File: config.mk
export PLATFORM = sky130hd
export DESIGN_NAME = sc_denorm
export DESIGN_NICKNAME = d
export VERILOG_FILES = /design/src/rtl/sc_denorm.sv
export SDC_FILE = /design/constraint.sdc
export NUM_CORES = 1
export LEC_CHECK = 0
export CAP_MARGIN = 15
export CORE_MARGIN = 1.5
export CORE_UTILIZATION = 59
export CTS_CLUSTER_SIZE = 40
export DETAILED_ROUTE_END_ITERATION = 6
export HOLD_SLACK_MARGIN = 0.03
export MAX_ROUTING_LAYER = met4
export PLACE_DENSITY = 0.8
export SLEW_MARGIN = 10
export SYNTH_ARGS = -nofsm -noshare
export SYNTH_HDL_FRONTEND = slang
export SYNTH_SLANG_ARGS = --single-unit
File: constraint.sdc
create_clock -name clk -period 6.4 [get_ports clk]
set_clock_uncertainty 0.2 [all_clocks]
set_input_delay 1.28 -clock clk [delete_from_list [all_inputs] [get_ports clk]]
set_output_delay 1.28 -clock clk [all_outputs]
set_load 0.005 [all_outputs]
File: src/rtl/sc_denorm.sv
// Stochastic-to-binary de-normalizer: counts ones over a 2^STREAM_LOG-bit stream and
// rescales the count by the normalizer shift code, with a saturating valid/ready output.
module sc_denorm #(
  parameter int DATA_WIDTH = 8,
  parameter int SHIFT_W    = $clog2(DATA_WIDTH),
  parameter int K          = 4,
  parameter int STREAM_LOG = 8
) (
  input  logic                  clk,
  input  logic                  rst_n,
  input  logic                  start,
  input  logic [SHIFT_W-1:0]    shift_in,
  input  logic                  bit_in,
  input  logic                  bit_valid,
  output logic                  busy,
  output logic [DATA_WIDTH-1:0] dout,
  output logic                  overflow,
  output logic                  out_valid,
  input  logic                  out_ready
);

  localparam int CNT_W  = STREAM_LOG + 1;
  localparam int WIDE_W = CNT_W + (1 << SHIFT_W);

  localparam logic [SHIFT_W-1:0] FLOOR_CODE = SHIFT_W'(K - 1);
  localparam logic [CNT_W-1:0]   LAST_BIT   = CNT_W'((1 << STREAM_LOG) - 1);
  localparam logic [WIDE_W-1:0]  MAX_OUT    = WIDE_W'((1 << DATA_WIDTH) - 1);

  typedef enum logic [1:0] {
    S_IDLE  = 2'd0,
    S_ACCUM = 2'd1,
    S_SCALE = 2'd2,
    S_HOLD  = 2'd3
  } state_t;

  state_t                  state_q, state_d;
  logic [SHIFT_W-1:0]      code_q, code_d;
  logic [CNT_W-1:0]        ones_q, ones_d;
  logic [CNT_W-1:0]        bit_q, bit_d;
  logic [DATA_WIDTH-1:0]   dout_q, dout_d;
  logic                    ovf_q, ovf_d;
  logic [SHIFT_W:0]        shamt_s;
  logic [WIDE_W-1:0]       wide_s;

  always_ff @(posedge clk or negedge rst_n) begin
    if (!rst_n) begin
      state_q <= S_IDLE;
    end else begin
      state_q <= state_d;
    end
  end

  always_comb begin
    state_d = state_q;
    case (state_q)
      S_IDLE:  if (start) state_d = S_ACCUM; else state_d = S_IDLE;
      S_ACCUM: if (bit_valid && (bit_q == LAST_BIT)) state_d = S_SCALE; else state_d = S_ACCUM;
      S_SCALE: state_d = S_HOLD;
      S_HOLD:  if (out_ready) state_d = S_IDLE; else state_d = S_HOLD;
      default: state_d = S_IDLE;
    endcase
  end

  // shift+1 can reach 2^SHIFT_W, so the amount and the product are kept wide enough
  always_comb begin
    shamt_s = {1'b0, code_q} + {{SHIFT_W{1'b0}}, 1'b1};
    wide_s  = (WIDE_W'(ones_q) << shamt_s) >> STREAM_LOG;
  end

  always_comb begin
    code_d = code_q;
    ones_d = ones_q;
    bit_d  = bit_q;
    dout_d = dout_q;
    ovf_d  = ovf_q;
    case (state_q)
      S_IDLE: begin
        if (start) begin
          code_d = (shift_in < FLOOR_CODE) ? FLOOR_CODE : shift_in;
          ones_d = '0;
          bit_d  = '0;
        end else begin
          code_d = code_q;
        end
      end
      S_ACCUM: begin
        if (bit_valid) begin
          bit_d  = bit_q + {{STREAM_LOG{1'b0}}, 1'b1};
          ones_d = ones_q + {{STREAM_LOG{1'b0}}, bit_in};
        end else begin
          bit_d  = bit_q;
        end
      end
      S_SCALE: begin
        if (wide_s > MAX_OUT) begin
          dout_d = '1;
          ovf_d  = 1'b1;
        end else begin
          dout_d = wide_s[DATA_WIDTH-1:0];
          ovf_d  = 1'b0;
        end
      end
      S_HOLD:  dout_d = dout_q;
      default: dout_d = dout_q;
    endcase
  end

  always_ff @(posedge clk or negedge rst_n) begin
    if (!rst_n) begin
      code_q <= '0;
      ones_q <= '0;
      bit_q  <= '0;
      dout_q <= '0;
      ovf_q  <= 1'b0;
    end else begin
      code_q <= code_d;
      ones_q <= ones_d;
      bit_q  <= bit_d;
      dout_q <= dout_d;
      ovf_q  <= ovf_d;
    end
  end

  always_comb begin
    busy      = (state_q != S_IDLE);
    out_valid = (state_q == S_HOLD);
    dout      = dout_q;
    overflow  = ovf_q;
  end

endmodule

==> results.txt <==
Final WS setup: 3.21 ns
CTS tree: yes
Final Hold Fails: 0
unrepaired setup endpoints after global routing: no
combinational share of power: 0.281
maxcap violations: 0
Tot GR Track Use: 0.255
Placed Area: 2120 um2
critical path startpoint: state_q[1]
P_leak: 0.00101 uW
TNS Setup: 0 ns
post-route ant nets: 0
Mapped Cells: 206
H-tree levels: 2
1st-iter DRT viols: 78
hold_buf cts: 0
worst rel slew slack: 0.517
Die Footprint: 3620 um2
Max Root-Sink Buffers: 2
via count: 1549
Initial Utilization: 0.626
HPWL after detailed placement: 2870 um
Worst Path Max Fanout: 14
Synth top area share: 0.415
top cells by area, synth: dfrtp_1, xor2_1, nand2_1
commonest cells after routing, fill and taps aside: dfrtp_1, nand2_1, clkdlybuf4s50_1, nor2_1, o21ai_0
IO Count: 20
Setup crit end kind: output pin
Internal: 354 uW
CP Launch Type: flop
vias in the first global route: 1479
final core occ: 0.708
Final Critical Period: 3.19 ns
mapped cell area: 1930 um2
Core Footprint: 3080 um2
port buffer count: 19
Synth async-reset ratio: 1.00
final setup vio count: 0
synth unique cells: 46
GRT overflow: 0
beginning of the worst hold path: dout[0]
actual slew at the worst max-slew pin: 0.723 ns
most common cell after layout, fill and taps aside: dfrtp_1
number of synthesized register bits: 32
WP data arrival: 1.71 ns
Skew-Pair Late Insertion Delay: 0.34 ns
Finished Cell Area: 2180 um2
Synth Flop Type: dfrtp_1
first-pass GRT wire length: 6550 um
critical path class: flop to output pin
Reg clk slew, reported paths: 0.11 ns
largest net degree at the start of global routing: 33
syn_area_per_cell: 9.36 um2
Post-synth EDFFs: 0
Net Switching: 208 uW
Pins Over Slew Limit: 0
Synth-to-Final Area Change: 13.0%
via/cell ratio: 5.76
maximum vdd drop: 0.151 mV
post-synthesis sequential area ratio: 0.415
layout cells sized above 1: 0.102
drt total wl: 3960 um
area leader, netlist: dfrtp_1
CTS Root Cell: clkbuf_4
gpl congestion: 0.870
initial antenna violation count: 0
cts repair resizes: 0
worst r2r src: code_q[0]
worst hold path type: flop to flop
Final #Nets: 238
First-pass DRT Iterations: 4
Std-Cell Rows: 20
die height: 60.2 um
CTS Sinks: 32
fin crit share: 0.498
post-CTS setup buffer count: 0
run status: finished clean
DP Worst Slack: 3.18 ns
Num CTS Buffers: 5
switch share: 0.370
clock power share: 0.221
Crit path required time: 4.92 ns
syn_nets: 220
Power Density: 258 nW/um2
antenna cells: 0
Synth Warn #: 0
non-filler cells, final: 269
routed wire length per instance: 14.7 um
die width: 60.2 um
Reg power frac: 0.498
placed insts: 261
Max Freq: 314 MHz
post-route DRC violation count: 0
-- worst paths after layout --
kind | end | slack, ns | cells past startpoint
hold / removal | dout[0] | 0.31 | 1
min in group asynchronous | ones_q[8] | 1.12 | 2
setup / recovery | out_valid | 3.21 | 2
max in group asynchronous | bit_q[2] | 4.58 | 2
setup reg to reg | dout[5] | 3.71 | 6
hold reg to reg | dout[0] | 0.31 | 1
-- synth_stat cells (2+ instances only) --
library cell	n
nor3_1	2
mux2i_1	5
nand3_1	5
buf_6	2
nor2b_1	4
ha_1	5
o31ai_1	2
a21o_1	3
a31oi_1	5
buf_4	3
o21ai_0	14
buf_2	3
and4_1	2
dfrtp_1	32
nand2_1	20
o22a_1	3
inv_1	10
and3_1	4
nand2_2	2
nand4_1	7
a21oi_1	8
and2_1	3
a22o_1	3
nand2b_1	2
mux2_2	2
o21ai_1	2
nor2_2	2
o22ai_1	4
nor2_1	18
xor2_1	12
mux2i_2	2
-- area by class of cell --
cell class	count	area, um2
Inverter	11	41.3
Clock buffer	6	51.3
Clock inverter	2	10.0
Multi-Input combinational cell	154	1020
Timing Repair Buffer	20	198
Tap cell	44	55.1
Sequential cell	32	801
Fill cell	268	900
-- sequential cells by signal, indices dropped and copies added, names as in the netlist --
signal,cells
bit_q,9
code_q,3
dout,8
ones_q,9
overflow,1
state_q,2
-- routing by layer --
layer	GRT usage	part of all wire	vias to the layer above
met5	-	0	-
met4	0.102	0.0088	0
met3	0.0628	0.038	4
met2	0.422	0.51	37
met1	0.296	0.44	744
li1	-	-	764
-- worst max-delay path, cell delays in order (launching register included) --
cell             delay [ns]
dfrtp_1                0.62
and2_1                 0.24
clkdlybuf4s50_1        0.52
-- power by group through the flow --
stage               Clock, uW  Sequential [uW]  Combinational [uW]
finish                    125              280                 158
global route              135              286                 180
CTS                       128              279                 157
detailed placement          0              283                 156
global placement            0              282                 148
floorplan                   0              266                 134
-- cells by family (layout without fill, tap and decap cells) --
family / after synthesis / count (layout) / synth area share
AOI/OAI and AO/OA: 50 / 50 / 0.169
xor gates and xnor gates: 14 / 14 / 0.0675
adders and majority gates: 5 / 5 / 0.0324
buffers and inverters: 20 / 39 / 0.0545
DFF: 32 / 32 / 0.415
muxes: 9 / 9 / 0.0519
and+or+nand+nor: 76 / 76 / 0.209
-- metrics by stage --
stage | hold WS, ns | power (uW)
after detailed placement | 0.280 | 440
final | 0.306 | 562
after CTS | 0.310 | 564
after global placement | 0.263 | 430
after floorplan | 0.273 | 400
after global routing | 0.340 | 601
Note: power is estimated with default switching activity, not from simulation.
